==> src/rtl/fan_pwm_gen.sv <==
// fan_pwm_gen: fixed-frequency fan PWM generator with kick-start from
// standstill and a slew-limited duty ramp. The duty command, the applied duty
// and the state change only at PWM period ends, so pwm_out never glitches.
//
// Optional feature (macro FAN_STALL_DET_EN): tach-based stall detection. The
// tach input is synchronised and its rising edges are watched while running.
// If no edge arrives for STALL_PERIODS periods, the fan is kicked again and
// the sticky fan_stall flag is raised. Without the macro, fan_tach is ignored
// and fan_stall is tied to 0.
//
// Ports:
//   sys_clk    in   1  system clock
//   sys_rst    in   1  synchronous, active-high reset
//   duty_in    in   7  commanded duty % (values above 100 clamp to 100)
//   fan_tach   in   1  fan tachometer, asynchronous
//   pwm_out    out  1  registered PWM drive to the fan
//   duty_eff   out  7  duty % currently applied
//   fan_state  out  2  00 OFF, 01 KICK, 10 RUN
//   fan_stall  out  1  sticky stall flag
module fan_pwm_gen #(
  parameter int unsigned PWM_PERIOD    = 2000,
  parameter int unsigned KICK_PERIODS  = 2500,
  parameter int unsigned RAMP_PERIODS  = 4,
  parameter int unsigned STALL_PERIODS = 25000
) (
  input  logic       sys_clk,
  input  logic       sys_rst,
  input  logic [6:0] duty_in,
  input  logic       fan_tach,
  output logic       pwm_out,
  output logic [6:0] duty_eff,
  output logic [1:0] fan_state,
  output logic       fan_stall
);

  localparam int unsigned CW   = $clog2(PWM_PERIOD);
  localparam int unsigned TW   = $clog2(PWM_PERIOD + 1);
  localparam int unsigned STEP = PWM_PERIOD / 100;
  localparam int unsigned KW   = (KICK_PERIODS > 1) ? $clog2(KICK_PERIODS) : 1;
  localparam int unsigned RW   = (RAMP_PERIODS > 1) ? $clog2(RAMP_PERIODS) : 1;

  localparam logic [6:0]    DUTY_MAX = 7'd100;
  localparam logic [CW-1:0] CNT_LAST = CW'(PWM_PERIOD - 1);

  localparam logic [1:0] ST_OFF  = 2'b00;
  localparam logic [1:0] ST_KICK = 2'b01;
  localparam logic [1:0] ST_RUN  = 2'b10;

  logic [CW-1:0] cnt;
  logic          pe_c;
  logic [6:0]    tgt_c;
  logic [TW-1:0] thr_c;

  logic [1:0]    state, state_n;
  logic [6:0]    duty_n;
  logic [KW-1:0] kick_cnt, kick_n;
  logic [RW-1:0] ramp_cnt, ramp_n;

  assign pe_c  = (cnt == CNT_LAST);
  assign tgt_c = (duty_in > DUTY_MAX) ? DUTY_MAX : duty_in;
  // Constant multiply: duty % times clocks per percent
  assign thr_c = TW'({25'd0, duty_eff} * STEP);

  assign fan_state = state;

`ifdef FAN_STALL_DET_EN
  localparam int unsigned SW = (STALL_PERIODS > 1) ? $clog2(STALL_PERIODS) : 1;

  logic          tach_s1, tach_s2, tach_d;
  logic          tach_edge_c;
  logic [SW-1:0] stall_cnt, stall_cnt_n;
  logic          stall_q, stall_n;

  // Two-flop synchroniser plus a delay flop for rising-edge detection
  always_ff @(posedge sys_clk) begin
    if (sys_rst) begin
      tach_s1 <= 1'b0;
      tach_s2 <= 1'b0;
      tach_d  <= 1'b0;
    end else begin
      tach_s1 <= fan_tach;
      tach_s2 <= tach_s1;
      tach_d  <= tach_s2;
    end
  end

  assign tach_edge_c = tach_s2 & ~tach_d;

  always_ff @(posedge sys_clk) begin
    if (sys_rst) begin
      stall_cnt <= '0;
      stall_q   <= 1'b0;
    end else begin
      stall_cnt <= stall_cnt_n;
      stall_q   <= stall_n;
    end
  end

  assign fan_stall = stall_q;
`else
  logic unused_tach;
  assign unused_tach = fan_tach | (STALL_PERIODS == 0);
  assign fan_stall   = 1'b0;
`endif

  // Free-running period counter
  always_ff @(posedge sys_clk) begin
    if (sys_rst || pe_c) cnt <= '0;
    else                 cnt <= cnt + CW'(1);
  end

  // PWM output, one cycle behind cnt
  always_ff @(posedge sys_clk) begin
    if (sys_rst) pwm_out <= 1'b0;
    else         pwm_out <= (TW'(cnt) < thr_c);
  end

  // State and applied-duty registers
  always_ff @(posedge sys_clk) begin
    if (sys_rst) begin
      state    <= ST_OFF;
      duty_eff <= 7'd0;
      kick_cnt <= '0;
      ramp_cnt <= '0;
    end else begin
      state    <= state_n;
      duty_eff <= duty_n;
      kick_cnt <= kick_n;
      ramp_cnt <= ramp_n;
    end
  end

  // Next-state logic; everything except the tach path moves only at period end
  always_comb begin
    state_n = state;
    duty_n  = duty_eff;
    kick_n  = kick_cnt;
    ramp_n  = ramp_cnt;
`ifdef FAN_STALL_DET_EN
    stall_cnt_n = stall_cnt;
    stall_n     = stall_q;
    if (tach_edge_c) begin
      stall_cnt_n = '0;
      stall_n     = 1'b0;
    end
`endif
    if (pe_c) begin
      case (state)
        ST_OFF: begin
          duty_n = 7'd0;
          if (tgt_c != 7'd0) begin
            state_n = ST_KICK;
            duty_n  = DUTY_MAX;
            kick_n  = '0;
          end
        end
        ST_KICK: begin
          duty_n = DUTY_MAX;
          kick_n = kick_cnt + KW'(1);
          if (tgt_c == 7'd0) begin
            state_n = ST_OFF;
            duty_n  = 7'd0;
          end else if (kick_cnt == KW'(KICK_PERIODS - 1)) begin
            state_n = ST_RUN;
            ramp_n  = '0;
          end
        end
        ST_RUN: begin
          if (tgt_c == 7'd0) begin
            state_n = ST_OFF;
            duty_n  = 7'd0;
          end
`ifdef FAN_STALL_DET_EN
          // A tach edge in the same cycle proves rotation and vetoes a stall
          else if (!tach_edge_c && stall_cnt == SW'(STALL_PERIODS - 1)) begin
            state_n = ST_KICK;
            duty_n  = DUTY_MAX;
            kick_n  = '0;
            stall_n = 1'b1;
          end
`endif
          else begin
            ramp_n = ramp_cnt + RW'(1);
            if (ramp_cnt == RW'(RAMP_PERIODS - 1)) begin
              ramp_n = '0;
              if (duty_eff < tgt_c)      duty_n = duty_eff + 7'd1;
              else if (duty_eff > tgt_c) duty_n = duty_eff - 7'd1;
            end
`ifdef FAN_STALL_DET_EN
            if (!tach_edge_c) stall_cnt_n = stall_cnt + SW'(1);
`endif
          end
        end
        default: begin
          state_n = ST_OFF;
          duty_n  = 7'd0;
        end
      endcase
    end
`ifdef FAN_STALL_DET_EN
    // Stall counting only runs while in RUN
    if (state_n != ST_RUN) stall_cnt_n = '0;
`endif
  end

endmodule

==> config.mk <==
export PLATFORM = sky130hd
export DESIGN_NAME = fan_pwm_gen
export DESIGN_NICKNAME = d
export VERILOG_FILES = /design/src/rtl/fan_pwm_gen.sv
export SDC_FILE = /design/constraint.sdc
export NUM_CORES = 1
export LEC_CHECK = 0
export CAP_MARGIN = 10
export CORE_ASPECT_RATIO = 0.7
export CORE_MARGIN = 2
export CORE_UTILIZATION = 53
export CTS_CLUSTER_SIZE = 30
export DETAILED_ROUTE_END_ITERATION = 8
export PLACE_DENSITY = 0.77
export SKIP_CTS_REPAIR_TIMING = 1
export SLEW_MARGIN = 10
export SYNTH_ARGS = -nofsm -noshare
export SYNTH_HDL_FRONTEND = slang
export SYNTH_SLANG_ARGS = --single-unit
==> constraint.sdc <==
create_clock -name sys_clk -period 3.2 [get_ports sys_clk]
set_input_delay 0.64 -clock sys_clk [delete_from_list [all_inputs] [get_ports sys_clk]]
set_output_delay 0.64 -clock sys_clk [all_outputs]
set_load 0.02 [all_outputs]
==> results.json, run 1 <==
{
  "finalHoldViolCount": 0,
  "cp_max_fo": 5,
  "vias_per_cell": 5.82,
  "synth-edff-count": 0,
  "numCtsBuffers": 5,
  "hp-start": "cnt[0]",
  "cts_buffer_depth": 2,
  "relSlewSlack_pct": 58.7,
  "hp-class": "flop to flop",
  "async_flop_share_pct": 0,
  "synth_fa_ha_area_share_pct": 18.2,
  "cts.sinks": 35,
  "worstSetupStartpoint": "duty_in[3]",
  "cts_tree": "built",
  "via_count": 2357,
  "die_w_um": 85.8,
  "die_area_mm2": 0.00526,
  "synthesis.area_mm2": 0.00248,
  "status": "finished, final reports clean",
  "endpoint": "duty_eff[6]",
  "wl_um": 5820,
  "htreeDepth": 2,
  "synthMuxAreaShare_pct": 2.17,
  "antenna_found_initial": 0,
  "dr.pass1.iters": 6,
  "synth.yosys.seq_area_share_pct": 28.2,
  "gr-total-overflow": 0,
  "synth.area.top_cells": "dfxtp_1 (28%), ha_1 (17%), nor2_1 (5.6%)",
  "portBuffers": 18,
  "die_y_um": 61.3,
  "final.period_utilization_pct": 96.7,
  "finalNonFillerCells": 405,
  "ys_types": 48,
  "synth_xor_area_share_pct": 8.11,
  "r2r-end": "pwm_out",
  "synth_top_family_by_area": "simple AND/OR/NAND/NOR gates",
  "final_area_mm2": 0.00311,
  "synth_warnings": 0,
  "synth_compound_area_share_pct": 13.2,
  "drive_above_1_share_pct": 15.4,
  "final_cell_mix": "nor2_1 (36), dfxtp_1 (35), ha_1 (29)",
  "fmax_mhz": 323,
  "final_core_util_pct": 70.2,
  "first_iter_violations": 111,
  "ys.flop_type": "dfxtp_1",
  "totalPowerFinal_uw": 864,
  "syn_avg_cell_area_um2": 8.12,
  "setup_violations": 0,
  "reg2reg_slack_ps": 450,
  "leakage_nw": 1.31,
  "drv_slew": 0,
  "critPathLaunchType": "input pin",
  "clock_skew_ps": 5.60,
  "synth_top_area_share_pct": 28.2,
  "rr_startpoint": "duty_eff[2]",
  "placedInstanceArea_mm2": 0.00293,
  "grt_pass1_wl_um": 9730,
  "track_usage_pct": 23.6,
  "layout_min_cycle_time_ps": 3090,
  "io_pins": 21,
  "avgRoutedWirePerCell_um": 14.4,
  "core_area_mm2": 0.00443,
  "gp_congestion": 0.814,
  "max_slew.worst_pin.slew_ps": 613,
  "antenna_cells": 0,
  "syn-num-nets": 351,
  "drcViolationCount": 0,
  "insertion_delay_ps": 290,
  "yosys.area_share.simple_pct": 25.4,
  "cp-end-kind": "flop",
  "cts_root_buffer": "clkbuf_8",
  "hpwlAfterDp_um": 4300,
  "ir_drop_uv": 214,
  "r2r_cells": 12,
  "cp.required_ps": 3360,
  "std_cell_rows": 20,
  "dpl.cell_count": 396,
  "antenna_left": 0,
  "start_util_pct": 56.1,
  "max_cap_viol_count": 0,
  "synth_seq_cells": 35,
  "yosys.area.top_type": "dfxtp_1",
  "path_class": "input pin to flop",
  "area_growth_pct": 25.1,
  "grt_start_max_net_pins": 19,
  "path_clk_slew_ps": 70,
  "arrival_ps": 3250,
  "grt_pass1_vias": 2103,
  "final_common_cell": "nor2_1",
  "synthCells": 306,
  "p_per_area_mw_per_mm2": 278,
  "nets": 394
}
worst min path at each step:
stage                  endpoint  cells after the start
CTS                 ramp_cnt[1]                      2
finish                   cnt[0]                      1
global placement         cnt[0]                      1
detailed placement       cnt[0]                      1
floorplan                cnt[0]                      1
global route        ramp_cnt[1]                      2
cells in the mapped netlist, types with 2 or more instances:
cell,instances
ha_1,33
o21ai_0,13
nor2b_1,2
a31oi_1,2
nand3b_1,2
dfxtp_1,35
xnor2_1,9
nor4_1,4
a211oi_1,2
xor2_1,14
nor2_1,37
a21oi_1,25
a21o_1,3
fa_1,2
and3_1,4
nand2b_1,3
nand3_1,9
inv_1,19
nand4_1,14
a21boi_0,2
or3_1,7
clkbuf_1,5
mux2i_1,2
or4_1,2
mux2_1,2
nand2_1,25
buf_2,2
nor3_1,7
worst max-delay path, stage by stage:
cell and delay, ps:
dlymetal6s2s_1 140, or3_4 420, nand3_2 100, nand2_2 70, ha_4 270, nand3b_1 120
a21oi_2 150, nor2_2 60, inv_2 140, ha_4 230, nor2b_2 160, o31a_1 320
o21ai_1 140, nand2b_1 80, xnor2_1 140, o22ai_1 80
logic make-up (layout without fill, tap and decap cells):
group                      count (synthesis)  in the layout
adders and majority gates                 35             35
xor gates and xnor gates                  23             23
buffers and inverters                     28             72
other                                      1              1
DFF                                       35             35
muxes                                      5              5
and+or+nand+nor                          123            123
AOI/OAI and AO/OA                         56             56
cell type report:
type	instances	area, um^2
fillers	342	1320
clock buffers	8	100
inverters	19	71.3
multi-input cells	243	1770
repair buffers	45	395
well taps	55	68.8
flip-flops and latches	35	701
flip-flops by register name, indices dropped and copies added (netlist names):
name / flops
ramp_cnt: 2
duty_eff: 7
cnt: 11
pwm_out: 1
fan_state: 2
kick_cnt: 12
through the flow:
stage,setup slack [ps],setup TNS [ps],hold WS [ps]
2_1_floorplan,2.33,0,430
3_3_place_gp,-460,-1960,441
3_5_place_dp,-519,-2270,453
4_1_cts,-219,-518,470
5_1_grt,-1.73,-1.73,485
6_report,107,0,472
routing by layer:
metal,up-vias,GRT usage [%],part of all wire (%),routed length (um)
met5,-,0,0,0
met4,0,7.71,2.0,114
met3,12,5.76,6.0,348
met2,75,35.8,43,2470
met1,1098,33.3,50,2880
li1,1172,-,-,-
power breakdown:
group	total [mW]	leakage [nW]	switching, mW	internal, mW
clock network	0.357	0.0515	0.161	0.196
logic	0.0649	0.979	0.0330	0.0319
registers	0.442	0.282	0.00352	0.439
total	0.864	1.31	0.197	0.667
Note: power is estimated with default switching activity, not from simulation.
==> inputs of run 2 (changes only) <==
Settings changed: CORE_MARGIN 2 to not set, CORE_UTILIZATION 53 to 40, GPL_TIMING_DRIVEN set to 0, PLACE_DENSITY 0.77 to not set.
==> run 2 against run 1 <==
Compared with the run above: sequential power barely moved; utilization shrank 19 points; fmax shrank 0.23%; first-iteration DRC count up 28%; flip-flop and latch count stayed put; register-to-register slack worse by 190 ps; via count fell by 7.3%; combinational power is 23% lower; wire length fell by 5.2%; global-route usage is 5.2 points lower; hold slack got worse by 7.9 ps; largest power group unchanged; critical path type unchanged.
==> results.json, run 2 (synthesized netlist as in run 1, its figures left out) <==
{
  "final_cell_mix": "nor2_1 (36), dfxtp_1 (34), ha_1 (30)",
  "critPathLaunchType": "input pin",
  "drive_above_1_share_pct": 8.68,
  "drcViolationCount": 0,
  "cp.required_ps": 3350,
  "path_common_cell": "a21oi_2",
  "cts_buffer_depth": 2,
  "cp_max_fo": 5,
  "final_area_mm2": 0.00296,
  "fin_tns_setup_ps": 0,
  "antenna_found_initial": 0,
  "gr-total-overflow": 0,
  "max_slew.worst_pin.slew_ps": 574,
  "antenna_cells": 0,
  "setup_violations": 0,
  "avgRoutedWirePerCell_um": 13.5,
  "clock_skew_ps": 9.20,
  "placedInstanceArea_mm2": 0.00279,
  "cts.sinks": 35,
  "top_register": "kick_cnt",
  "vias_per_cell": 5.34,
  "cp-end-kind": "flop",
  "r2r_cells": 13,
  "std_cell_rows": 23,
  "core_area_mm2": 0.00584,
  "antenna_left": 0,
  "nets": 378,
  "numCtsBuffers": 5,
  "max_cap_viol_count": 0,
  "rr_startpoint": "duty_eff[3]",
  "cts_root_buffer": "clkbuf_8",
  "leakage_nw": 1.21,
  "largest_reg_flops": 12,
  "cts_tree": "built",
  "die_w_um": 96.2,
  "crit_chain": "dlymetal6s2s_1 -> or3_4 -> a31oi_1 -> ha_1 -> a21oi_2 -> a21oi_2 -> nor2_4 -> inv_4 -> ha_4 -> a21o_1 -> nand3_2 -> a21boi_2 -> mux2_4 -> o21ai_2 -> a21oi_1",
  "final_common_cell": "nor2_1",
  "hold_path_end": "cnt[0]",
  "path_clk_slew_ps": 70,
  "p_per_area_mw_per_mm2": 288,
  "slowest_stage": "or3_4",
  "path_class": "input pin to flop",
  "die_area_mm2": 0.00653,
  "first_iter_violations": 142,
  "htreeDepth": 2,
  "fmax_mhz": 323,
  "relSlewSlack_pct": 61.4,
  "ir_drop_uv": 133,
  "grt_pass1_vias": 1932,
  "area_growth_pct": 19.2,
  "totalPowerFinal_uw": 853,
  "r2r-end": "pwm_out",
  "finalHoldViolCount": 0,
  "grt_pass1_wl_um": 9160,
  "gp_congestion": 0.797,
  "wl_um": 5520,
  "reg_top3": "kick_cnt: 12 flops, cnt: 11 flops, duty_eff: 7 flops",
  "io_pins": 21,
  "slowest_delay_ps": 400,
  "layout_min_cycle_time_ps": 3100,
  "arrival_ps": 3250,
  "reg2reg_slack_ps": 260,
  "rsz0062_at_grt": "yes",
  "dr.pass1.iters": 4,
  "grt_start_max_net_pins": 11,
  "hp-start": "cnt[0]",
  "track_usage_pct": 18.4,
  "hold_depth": 1,
  "insertion_delay_ps": 290,
  "drv_slew": 0,
  "via_count": 2185,
  "hp-class": "flop to flop",
  "start_util_pct": 42.5,
  "portBuffers": 17,
  "final.period_utilization_pct": 96.9,
  "hpwlAfterDp_um": 4220,
  "status": "finished, final reports clean",
  "die_y_um": 67.9
}
-- run 2: worst max path at each step --
stage / from / to / slack (ps) / cells after the start
final: duty_in[3] / duty_eff[5] / 100 / 15
after floorplan: duty_in[2] / duty_eff[5] / 2 / 14
after global placement: duty_in[2] / duty_eff[5] / -700 / 14
after CTS: duty_in[2] / duty_eff[5] / -400 / 14
after global routing: duty_in[3] / duty_eff[5] / -30 / 15
after detailed placement: duty_in[2] / duty_eff[5] / -700 / 14
-- run 2: metal layers --
layer | part of all wire [%] | routed length, um | global-route usage [%]
met5 | 0 | 0 | 0
met4 | 1.1 | 60 | 5.60
met1 | 55 | 3060 | 27.3
met2 | 40 | 2200 | 26.8
met3 | 3.5 | 194 | 3.00
-- run 2: final cells by class --
type / instances / area (um^2)
Tap cell: 75 / 93.8
Buffer: 9 / 40.0
Multi-Input combinational cell: 243 / 1750
Inverter: 19 / 73.8
Sequential cell: 35 / 702
Timing Repair Buffer: 20 / 205
Clock buffer: 8 / 100
Fill cell: 561 / 2880
-- run 2: critical path: cells and delay by family --
| family | cells | cell delay, ps |
|---|---|---|
| mux | 1 | 320 |
| buf+inv | 2 | 230 |
| fa+ha+maj | 2 | 540 |
| simple gates | 3 | 630 |
| compound gates | 7 | 880 |
-- run 2: power by group --
| part | internal, mW | leakage (nW) | total, mW | switching, mW |
|---|---|---|---|---|
| clock | 0.197 | 0.0515 | 0.361 | 0.164 |
| sequential | 0.438 | 0.283 | 0.442 | 0.00342 |
| combinational | 0.0215 | 0.872 | 0.0498 | 0.0282 |
| total | 0.657 | 1.21 | 0.853 | 0.196 |
-- run 2: per-stage QoR --
stage | worst slack, ps | std cells | utilization [%] | hold slack, ps
6_report | 100 | 409 | 50.7 | 464
5_1_grt | -28.5 | 409 | 50.7 | 487
4_1_cts | -398 | 406 | 49.4 | 466
2_1_floorplan | 2.33 | 306 | - | 430
3_5_place_dp | -699 | 398 | 47.7 | 452
3_3_place_gp | -699 | 398 | 47.7 | 446
==> inputs of run 3 (changes only) <==
Settings changed: SKIP_LAST_GASP set to 1.
==> run 3 against run 2 <==
Compared with the run above: die area unchanged; global-route usage unchanged; design area down 0.30%; wire length down 1.5%; clock power about the same; clock skew about the same; flip-flop and latch count unchanged; critical endpoint unchanged.
==> results.json, run 3 (synthesized netlist as in run 1, its figures left out) <==
{
  "std_cell_rows": 23,
  "grt_pass1_wl_um": 9160,
  "rr_startpoint": "duty_eff[3]",
  "p_sw_share_pct": 23.1,
  "intPower_uw": 657,
  "r2r-end": "pwm_out",
  "seqPwrFrac_pct": 51.7,
  "drv_slew": 0,
  "cts_buffer_depth": 2,
  "avgRoutedWirePerCell_um": 13.3,
  "cp.required_ps": 3360,
  "hpwlAfterDp_um": 4220,
  "relSlewSlack_pct": 60.9,
  "place_ws_ps": -699,
  "area_growth_pct": 18.8,
  "layout_setup_ws_ps": 79.6,
  "setup_violations": 0,
  "arrival_ps": 3280,
  "r2r_cells": 13,
  "drcViolationCount": 0,
  "max_slew.worst_pin.slew_ps": 581,
  "dpl.cell_count": 398,
  "endpoint": "duty_eff[5]",
  "die_y_um": 67.9,
  "ir_drop_uv": 135,
  "track_usage_pct": 18.4,
  "pwr-share-clk_pct": 42.5,
  "final_common_cell": "nor2_1",
  "cts.sinks": 35,
  "start_util_pct": 42.5,
  "nets": 378,
  "fmax_mhz": 320,
  "gr-total-overflow": 0,
  "wl_met3_um": 256,
  "cts_root_buffer": "clkbuf_8",
  "reg_top3": "kick_cnt: 12 flops, cnt: 11 flops, duty_eff: 7 flops",
  "portBuffers": 17,
  "layout_min_cycle_time_ps": 3120,
  "nFillCells": 560,
  "leakage_nw": 1.21,
  "drive_above_1_share_pct": 8.08,
  "via_count": 2210,
  "die_area_mm2": 0.00653,
  "clock_skew_ps": 9.48,
  "top_layer": "met4",
  "cts_tree": "built",
  "gp_congestion": 0.797,
  "path_class": "input pin to flop",
  "combPwrFrac_pct": 5.8,
  "antenna_cells": 0,
  "fin_tns_setup_ps": 0,
  "wl_um": 5440,
  "io_pins": 21,
  "final.period_utilization_pct": 97.5,
  "die_w_um": 96.2,
  "final_core_util_pct": 50.5,
  "htreeDepth": 2,
  "rsz0062_at_grt": "yes",
  "largest_reg_flops": 12,
  "wl_met1_um": 2970,
  "max_cap_viol_count": 0,
  "cp_max_fo": 5,
  "grt_start_max_net_pins": 11,
  "finalHoldViolCount": 0,
  "top_register": "kick_cnt",
  "worstSetupStartpoint": "duty_in[3]",
  "p_sw_uw": 197,
  "vias_per_cell": 5.40,
  "dr.pass1.iters": 4,
  "numCtsBuffers": 5,
  "route.met2.wl_um": 2150,
  "insertion_delay_ps": 290,
  "first_iter_violations": 134,
  "hp-class": "flop to flop",
  "critPathLaunchType": "input pin",
  "antenna_found_initial": 0,
  "p_per_area_mw_per_mm2": 289,
  "worst_hold_slack_ps": 464,
  "antenna_left": 0,
  "core_area_mm2": 0.00584,
  "cp-end-kind": "flop",
  "final_cell_mix": "nor2_1 (36), dfxtp_1 (34), ha_1 (30)",
  "path_clk_slew_ps": 70,
  "grt_pass1_vias": 1932,
  "reg2reg_slack_ps": 250,
  "status": "finished, final reports clean",
  "finalNonFillerCells": 409
}
run 3: cell counts in the layout (fill, tap and decap cells not counted):
Identical to the previous run, type by type.
run 3: stage by stage:
stage / cell area [um^2] / total power, mW
finish: 2950 / 0.854
detailed placement: 2790 / 0.501
CTS: 2890 / 0.860
global placement: 2790 / 0.500
floorplan: 2520 / 0.480
global route: 2950 / 0.885
run 3: how the worst min path moves through the flow:
| stage | start | to | cells after the start |
|---|---|---|---|
| after CTS | cnt[0] | cnt[0] | 1 |
| after global placement | cnt[0] | cnt[0] | 1 |
| after detailed placement | cnt[0] | cnt[0] | 1 |
| final | cnt[0] | cnt[0] | 1 |
| after floorplan | cnt[0] | cnt[0] | 1 |
| after global routing | ramp_cnt[1] | ramp_cnt[1] | 2 |
run 3: worst max-delay path: stages:
cell            delay (ps)
dlymetal6s2s_1         140
or3_4                  400
a31oi_1                180
ha_1                   280
a21oi_2                170
a21oi_2                 90
nor2_4                 150
inv_4                   90
ha_4                   260
a21o_1                 120
nand3_1                 90
a21boi_2               150
mux2_4                 310
o21ai_1                120
a21oi_1                 70
run 3: routing by layer:
metal	GRT usage [%]	vias up
met1	27.3	996
met4	5.60	0
li1	-	1141
met5	0	-
met2	26.8	66
met3	3.00	7
run 3: cell type report:
| type | instances | area [um^2] | area share (%) |
|---|---|---|---|
| flip-flops and latches | 35 | 702 | 23.8 |
| repair buffers | 20 | 205 | 6.95 |
| clock buffers | 8 | 100 | 3.39 |
| well taps | 75 | 93.8 | 3.18 |
| plain buffers | 9 | 40.0 | 1.36 |
| multi-input cells | 243 | 1740 | 58.8 |
| inverters | 19 | 73.8 | 2.50 |
run 3: power groups by stage:
stage          clock (mW)  sequential, mW  combinational [mW]
4_1_cts             0.369           0.442              0.0489
6_report            0.363           0.442              0.0495
2_1_floorplan           0           0.451              0.0291
3_5_place_dp            0           0.452              0.0486
3_3_place_gp            0           0.452              0.0485
5_1_grt             0.387           0.442              0.0560
